--- config.mk ---
export PLATFORM = sky130hd
export DESIGN_NAME = zx81_tape_player_flat
export DESIGN_NICKNAME = d
export VERILOG_FILES = /design/src/rtl/zx8x_pkg.sv /design/src/rtl/zx81_tape_player_if.sv /design/src/rtl/zx81_pulse_gen.sv /design/src/rtl/zx81_tape_player.sv /design/src/flat_wrapper.sv
export SDC_FILE = /design/constraint.sdc
export NUM_CORES = 1
export LEC_CHECK = 0
export ABC_AREA = 1
export CAP_MARGIN = 20
export CELL_PAD_IN_SITES_DETAIL_PLACEMENT = 1
export CELL_PAD_IN_SITES_GLOBAL_PLACEMENT = 1
export CORE_ASPECT_RATIO = 1.75
export CORE_MARGIN = 2
export CORE_UTILIZATION = 46
export DETAILED_ROUTE_END_ITERATION = 10
export GPL_TIMING_DRIVEN = 0
export PLACE_DENSITY = 0.91
export SYNTH_ARGS = -nofsm -noshare
export SYNTH_HDL_FRONTEND = slang
export SYNTH_SLANG_ARGS = --single-unit
--- constraint.sdc ---
create_clock -name clk_sys -period 6.85 [get_ports clk_sys]
set_input_delay 1.37 -clock clk_sys [delete_from_list [all_inputs] [get_ports clk_sys]]
set_output_delay 1.37 -clock clk_sys [all_outputs]
set_load 0.03 [all_outputs]
--- src/rtl/zx8x_pkg.sv ---
// rtl/zx8x_pkg.sv - shared tape player types, pulse counts and default timing
package zx8x_pkg;

  localparam int unsigned CLK_HZ         = 52_000_000;
  localparam int unsigned PHASE_W        = 26;
  localparam int unsigned PULSES_BIT0    = 4;
  localparam int unsigned PULSES_BIT1    = 9;
  localparam int unsigned DEF_PULSE_CYC  = (CLK_HZ / 1_000_000) * 150;
  localparam int unsigned DEF_GAP_CYC    = (CLK_HZ / 1_000_000) * 1300;
  localparam int unsigned DEF_LEADER_CYC = CLK_HZ;

  typedef enum logic [2:0] {
    ST_IDLE,
    ST_LEADER,
    ST_FETCH,
    ST_WAIT,
    ST_PULSE_HI,
    ST_PULSE_LO,
    ST_GAP
  } tape_state_t;

  // Pulse counter is loaded with the index of the last pulse of the bit.
  function automatic logic [3:0] pulses_last(input logic b);
    return b ? 4'(PULSES_BIT1 - 1) : 4'(PULSES_BIT0 - 1);
  endfunction

endpackage

--- src/rtl/zx81_tape_player_if.sv ---
// rtl/zx81_tape_player_if.sv - control, tape RAM and waveform signals of the player
interface zx81_tape_player_if;

  logic        start;
  logic        stop;
  logic [13:0] tape_len;
  logic [13:0] rd_addr;
  logic [7:0]  rd_data;
  logic        busy;
  logic        done;
  logic        tape_out;

  modport slave (
    input  start, stop, tape_len, rd_data,
    output rd_addr, busy, done, tape_out
  );

  modport master (
    output start, stop, tape_len, rd_data,
    input  rd_addr, busy, done, tape_out
  );

endinterface

--- src/rtl/zx81_pulse_gen.sv ---
// rtl/zx81_pulse_gen.sv - owns the phase counter: leader silence, pulse train and gap of one bit
module zx81_pulse_gen
  import zx8x_pkg::*;
#(
  parameter int unsigned PULSE_CYC  = DEF_PULSE_CYC,
  parameter int unsigned GAP_CYC    = DEF_GAP_CYC,
  parameter int unsigned LEADER_CYC = DEF_LEADER_CYC
) (
  input  logic clk_i,
  input  logic rst_i,
  input  logic lead_i,
  input  logic go_i,
  input  logic bit_i,
  input  logic abort_i,
  output logic tape_o,
  output logic bit_done_o
);

  if (LEADER_CYC > (1 << PHASE_W)) begin : g_width_chk
    $error("LEADER_CYC does not fit the phase counter");
  end

  tape_state_t        state_q, state_d;
  logic [PHASE_W-1:0] cnt_q, cnt_d;
  logic [3:0]         pcnt_q, pcnt_d;
  logic               tape_q, tape_d;
  logic               last;

  always_ff @(posedge clk_i or posedge rst_i) begin
    if (rst_i) begin
      state_q <= ST_IDLE;
      cnt_q   <= '0;
      pcnt_q  <= '0;
      tape_q  <= 1'b0;
    end else begin
      state_q <= state_d;
      cnt_q   <= cnt_d;
      pcnt_q  <= pcnt_d;
      tape_q  <= tape_d;
    end
  end

  // bit_done_o flags the final cycle so the parent can chain the next bit with no idle cycle.
  always_comb begin
    state_d    = state_q;
    cnt_d      = cnt_q;
    pcnt_d     = pcnt_q;
    tape_d     = tape_q;
    bit_done_o = 1'b0;
    last       = (cnt_q == '0);
    case (state_q)
      ST_LEADER: begin
        if (last) begin
          bit_done_o = 1'b1;
          state_d    = ST_IDLE;
        end else begin
          cnt_d = cnt_q - 1'b1;
        end
      end
      ST_PULSE_HI: begin
        if (last) begin
          state_d = ST_PULSE_LO;
          cnt_d   = PHASE_W'(PULSE_CYC - 1);
          tape_d  = 1'b0;
        end else begin
          cnt_d = cnt_q - 1'b1;
        end
      end
      ST_PULSE_LO: begin
        if (!last) begin
          cnt_d = cnt_q - 1'b1;
        end else if (pcnt_q == '0) begin
          state_d = ST_GAP;
          cnt_d   = PHASE_W'(GAP_CYC - 1);
        end else begin
          pcnt_d  = pcnt_q - 1'b1;
          state_d = ST_PULSE_HI;
          cnt_d   = PHASE_W'(PULSE_CYC - 1);
          tape_d  = 1'b1;
        end
      end
      ST_GAP: begin
        if (last) begin
          bit_done_o = 1'b1;
          state_d    = ST_IDLE;
        end else begin
          cnt_d = cnt_q - 1'b1;
        end
      end
      default: ;
    endcase
    if (go_i) begin
      state_d = ST_PULSE_HI;
      cnt_d   = PHASE_W'(PULSE_CYC - 1);
      pcnt_d  = pulses_last(bit_i);
      tape_d  = 1'b1;
    end
    if (lead_i) begin
      state_d = ST_LEADER;
      cnt_d   = PHASE_W'(LEADER_CYC - 1);
      tape_d  = 1'b0;
    end
    if (abort_i) begin
      state_d = ST_IDLE;
      cnt_d   = '0;
      tape_d  = 1'b0;
    end
  end

  assign tape_o = tape_q;

endmodule

--- src/rtl/zx81_tape_player.sv ---
// rtl/zx81_tape_player.sv - replays the .p image as a ZX81 cassette waveform
module zx81_tape_player
  import zx8x_pkg::*;
#(
  parameter int unsigned PULSE_CYC  = DEF_PULSE_CYC,
  parameter int unsigned GAP_CYC    = DEF_GAP_CYC,
  parameter int unsigned LEADER_CYC = DEF_LEADER_CYC,
  parameter logic [7:0]  NAME_BYTE  = 8'h80
) (
  input  logic                 clk_sys,
  input  logic                 reset,
  zx81_tape_player_if.slave    tp
);

  tape_state_t state_q, state_d;
  logic [13:0] len_q, len_d;
  logic [13:0] idx_q, idx_d;
  logic [7:0]  shift_q, shift_d;
  logic [2:0]  bitn_q, bitn_d;
  logic [13:0] rd_addr_q, rd_addr_d;
  logic        done_q, done_d;
  logic        lead, go, go_bit, abort, bit_done, tape;

  zx81_pulse_gen #(
    .PULSE_CYC  (PULSE_CYC),
    .GAP_CYC    (GAP_CYC),
    .LEADER_CYC (LEADER_CYC)
  ) u_pulse_gen (
    .clk_i      (clk_sys),
    .rst_i      (reset),
    .lead_i     (lead),
    .go_i       (go),
    .bit_i      (go_bit),
    .abort_i    (abort),
    .tape_o     (tape),
    .bit_done_o (bit_done)
  );

  always_ff @(posedge clk_sys or posedge reset) begin
    if (reset) begin
      state_q   <= ST_IDLE;
      len_q     <= '0;
      idx_q     <= '0;
      shift_q   <= '0;
      bitn_q    <= '0;
      rd_addr_q <= '0;
      done_q    <= 1'b0;
    end else begin
      state_q   <= state_d;
      len_q     <= len_d;
      idx_q     <= idx_d;
      shift_q   <= shift_d;
      bitn_q    <= bitn_d;
      rd_addr_q <= rd_addr_d;
      done_q    <= done_d;
    end
  end

  // ST_PULSE_HI stands for "a bit is in flight"; the pulse generator tracks HI/LO/GAP itself.
  always_comb begin
    state_d   = state_q;
    len_d     = len_q;
    idx_d     = idx_q;
    shift_d   = shift_q;
    bitn_d    = bitn_q;
    rd_addr_d = rd_addr_q;
    done_d    = 1'b0;
    lead      = 1'b0;
    go        = 1'b0;
    go_bit    = 1'b0;
    abort     = 1'b0;
    case (state_q)
      ST_IDLE: begin
        if (tp.start && !tp.stop) begin
          len_d   = tp.tape_len;
          idx_d   = '0;
          state_d = ST_LEADER;
          lead    = 1'b1;
        end
      end
      ST_LEADER: begin
        if (bit_done) begin
          shift_d = NAME_BYTE;
          bitn_d  = 3'd7;
          go      = 1'b1;
          go_bit  = NAME_BYTE[7];
          state_d = ST_PULSE_HI;
        end
      end
      ST_PULSE_HI: begin
        if (bit_done) begin
          if (bitn_q != 3'd0) begin
            shift_d = shift_q << 1;
            bitn_d  = bitn_q - 1'b1;
            go      = 1'b1;
            go_bit  = shift_q[6];
          end else if (idx_q != len_q) begin
            rd_addr_d = idx_q;
            state_d   = ST_FETCH;
          end else begin
            done_d  = 1'b1;
            state_d = ST_IDLE;
          end
        end
      end
      ST_FETCH: state_d = ST_WAIT;
      ST_WAIT: begin
        shift_d = tp.rd_data;
        bitn_d  = 3'd7;
        idx_d   = idx_q + 1'b1;
        go      = 1'b1;
        go_bit  = tp.rd_data[7];
        state_d = ST_PULSE_HI;
      end
      default: state_d = ST_IDLE;
    endcase
    if (tp.stop && state_q != ST_IDLE) begin
      state_d = ST_IDLE;
      done_d  = 1'b0;
      lead    = 1'b0;
      go      = 1'b0;
      abort   = 1'b1;
    end
  end

  assign tp.rd_addr  = rd_addr_q;
  assign tp.busy     = (state_q != ST_IDLE);
  assign tp.done     = done_q;
  assign tp.tape_out = tape;

endmodule

--- src/flat_wrapper.sv ---
// flat-port wrapper written by rule: the top's interface ports become plain ports
module zx81_tape_player_flat import zx8x_pkg::*;
#(
  parameter int unsigned PULSE_CYC  = DEF_PULSE_CYC,
  parameter int unsigned GAP_CYC    = DEF_GAP_CYC,
  parameter int unsigned LEADER_CYC = DEF_LEADER_CYC,
  parameter logic [7:0]  NAME_BYTE  = 8'h80
)
  (clk_sys, reset, tp_start, tp_stop, tp_tape_len, tp_rd_data, tp_rd_addr, tp_busy, tp_done, tp_tape_out);
  zx81_tape_player_if tp_i ();
  input  logic clk_sys;
  input  logic reset;
  input wire logic [$bits(tp_i.start)-1:0] tp_start;
  input wire logic [$bits(tp_i.stop)-1:0] tp_stop;
  input wire logic [$bits(tp_i.tape_len)-1:0] tp_tape_len;
  input wire logic [$bits(tp_i.rd_data)-1:0] tp_rd_data;
  output wire logic [$bits(tp_i.rd_addr)-1:0] tp_rd_addr;
  output wire logic [$bits(tp_i.busy)-1:0] tp_busy;
  output wire logic [$bits(tp_i.done)-1:0] tp_done;
  output wire logic [$bits(tp_i.tape_out)-1:0] tp_tape_out;
  assign tp_i.start = tp_start;
  assign tp_i.stop = tp_stop;
  assign tp_i.tape_len = tp_tape_len;
  assign tp_i.rd_data = tp_rd_data;
  assign tp_rd_addr = tp_i.rd_addr;
  assign tp_busy = tp_i.busy;
  assign tp_done = tp_i.done;
  assign tp_tape_out = tp_i.tape_out;
  zx81_tape_player #(.PULSE_CYC(PULSE_CYC), .GAP_CYC(GAP_CYC), .LEADER_CYC(LEADER_CYC), .NAME_BYTE(NAME_BYTE)) u_core (.clk_sys(clk_sys), .reset(reset), .tp(tp_i));
endmodule
==> run summary <==
Worst setup SP type - flip-flop
Wirelength per Cell - 18.3 um
Critical-path maximum fanout - 4
Worst slack on hold paths - 0.488 ns
Number of antenna violations at the first check in global routing - 0
# IOs - 43
Leading cell type in the layout, fill and taps excluded - nand2_1
Wire length of the first global-routing pass - 27500 um
Count of port buffers added during placement - 42
Final-report max-slew violation count - 0
Clock tree from TritonCTS - done
Clock slew seen by the registers of the worst setup and hold paths - 0.07 ns
Maximum clock skew at final layout - 0.00791 ns
Setup slack after layout - 3.68 ns
Result of the run - finished clean
Highest clock frequency the design can meet - 316 MHz
Vias per cell - 5.60
Relative slew slack - 46.6%
Signed area change from the synthesized netlist to the final layout - 17.8%
Total global routing overflow - 0
Number of H-tree levels - 3
Synth cell types - 37
Nets@finish - 806
Largest cells by area after synthesis - dfrtp_1, nand2_1, nor2_1
PwrDens - 407 nW/um^2
DR DRC count - 0
Number of global-route vias before repair - 5734
Violation count after the first detailed-routing iteration - 298
Seq/Total Area, Yosys - 43.4%
Leakage power figure - 0.00304 uW
Number of buffers added for setup after CTS - 0
Classification of the worst setup path - flip-flop to primary output
TritonCTS Buffers - 9
Count of state elements after synthesis - 90
Cell internal pwr - 1340 uW
Power share of the sequential group - 32.6%
Endpoint class of the critical path - primary output
Critical path arrival - 1.80 ns
Slowest library cell on the worst path - clkdlybuf4s50_1
Area of the core - 11000 um^2
Worst path max stage delay - 0.63 ns
Proportion of layout cells with a drive suffix above 1 - 6.93%
Placed Cells incl. Taps - 895
Data required time at the worst endpoint - 5.48 ns
Detailed placer's ending HPWL - 12600 um
CTS Root Cell - clkbuf_16
Cell taking the most area after synthesis - dfrtp_1
Syn nets - 752
Fin crit share - 46.2%
Number of inserted diodes - 0
Placer congestion estimate - 0.944
Transition at the pin with the smallest max-transition slack - 0.798 ns
Worst hold path type - flip-flop to flip-flop
Clock period minus worst slack - 3.17 ns
Synthesized instance count - 720
Total via count in the routed design - 5101
Fraction of power spent switching nets - 46.3%
Clock power frac - 21.3%
Row cnt - 51
Final number of setup-violating endpoints - 0
X dimension of the die - 84.3 um
Top FF cell, synth - dfrtp_1
Clock latency of the later-clocked register in the worst-skew pair - 0.35 ns
Ordered list of cells on the worst path - nor2_2 > nand2_1 > clkdlybuf4s50_1
Power share of the combinational group - 46.1%
Total routing resource utilization after global routing - 29.2%
MaxCap Viol Count - 0
Cells resized by post-CTS repair - 0
Synthesis Warnings - 0
Number of standard cells in the layout, taps in and fillers out - 911
Maximum number of pins on one net before global-route repair - 57
Worst Setup Slack post-DPL - 3.39 ns
Ys async rst share - 100%
Hold buffers post-CTS - 0
Worst-case vdd ir drop - 0.204 mV
Number of enable-type register cells in the synthesized netlist - 0
Clock net sink count - 90
RSZ-0062 raised after global routing - false
Area of the die - 12200 um^2
Maximum count of clock buffers along a single path - 2
Most frequent cells in the layout - nand2_1, dfrtp_1, nor2_1, inv_1, nand3_1
Post-Synthesis Mean Instance Area - 7.21 um^2
Net switching power figure - 1150 uW
Die H - 144 um
Total routed wirelength - 16700 um
Cell area after synthesis - 5190 um^2
First-pass iteration count of the detailed router - 5
Initial standard-cell utilization of the core - 47.0%
Final count of hold timing violations - 0
Total power - 2490 uW
Area share of the largest cell type after synthesis - 43.4%
Setup TNS - 0 ns
Count of antenna-violating nets left after detailed routing - 0
[area by class of cell]
cell class              count  area [um^2]
repair buffers             43          448
clock inverters             7         85.1
flip-flops and latches     90         2250
fillers                  1418         4920
plain buffers              16         90.1
multi-input cells         537         2550
clock buffers               9          225
inverters                  77          294
well taps                 132          165
[through the flow]
step                instance area, um^2  util [%]
finish                             6110      55.4
global route                       6110      55.4
CTS                                6110      55.4
detailed placement                 5800      52.6
global placement                   5770      52.3
floorplan                          5190         -
[power by group through the flow]
stage	sequential (uW)	combinational [uW]	clock (uW)
after floorplan	779	809	0
after global placement	804	1050	0
after detailed placement	815	1130	0
after CTS	808	1150	534
after global routing	826	1290	552
final	811	1150	530
[cell usage after synthesis (2+ instances only)]
master and n:
nand2_1 252, dfrtp_1 90, nor2_1 86, inv_1 71
nand3_1 47, o21ai_0 33, xor2_1 17, o21ai_1 14
nand4_1 13, nor3_1 10, xnor2_1 9, a21oi_1 8
a22oi_1 7, clkbuf_1 7, buf_2 6, ha_1 6
nor2_2 5, inv_2 4, nand2_2 4, o21ai_2 4
buf_6 3, o32ai_1 3, or2_2 3, nand3b_1 2
nor2_4 2, o22ai_1 2, o31ai_1 2
[registers in the layout (all words and copies together), names as in the netlist]
signal / flops
u_core.len_q: 14
u_core.shift_q: 7
u_core.tp.rd_addr: 14
u_core.u_pulse_gen.tape_o: 1
u_core.u_pulse_gen.cnt_q: 26
u_core.u_pulse_gen.pcnt_q: 4
u_core.tp.done: 1
u_core.idx_q: 14
u_core.u_pulse_gen.state_q: 3
u_core.state_q: 3
u_core.bitn_q: 3
[critical path: cells and delay by family, from the launching register on]
kind	cells	cell delay [ns]
buffers and inverters	1	0.63
DFF	1	0.43
and+or+nand+nor	2	0.38
[cells by family (layout without fill, tap and decap cells)]
kind of cell    count (synthesis)  count (layout)  synth area share (%)
xor+xnor                       26              26                  4.39
buf+inv                        93             152                  7.35
simple gates                  429             429                  34.8
compound gates                 76              76                  8.61
fa+ha+maj                       6               6                  1.45
flops                          90              90                  43.4
[final timing paths]
path | from | cells past startpoint | slack [ns] | endpoint
max | u_core.state_q[0] | 3 | 3.68 | tp_busy
max in group asynchronous | reset | 3 | 4.79 | u_core.idx_q[0]
min | u_core.tp.rd_addr[11] | 2 | 0.49 | u_core.tp.rd_addr[11]
min reg2reg | u_core.tp.rd_addr[11] | 2 | 0.49 | u_core.tp.rd_addr[11]
max reg2reg | u_core.idx_q[9] | 9 | 4.43 | u_core.tp.rd_addr[4]
min in group asynchronous | reset | 2 | 1.41 | u_core.u_pulse_gen.pcnt_q[1]
[metal layers]
metal	track usage (%)	up-vias	share of wire, %
met2	57.9	95	58
met5	0	-	0
met3	3.42	54	2.3
met4	18.9	0	5.3
met1	27.6	2564	34
li1	-	2388	-
No activity file was read; power rests on OpenSTA's default activity.
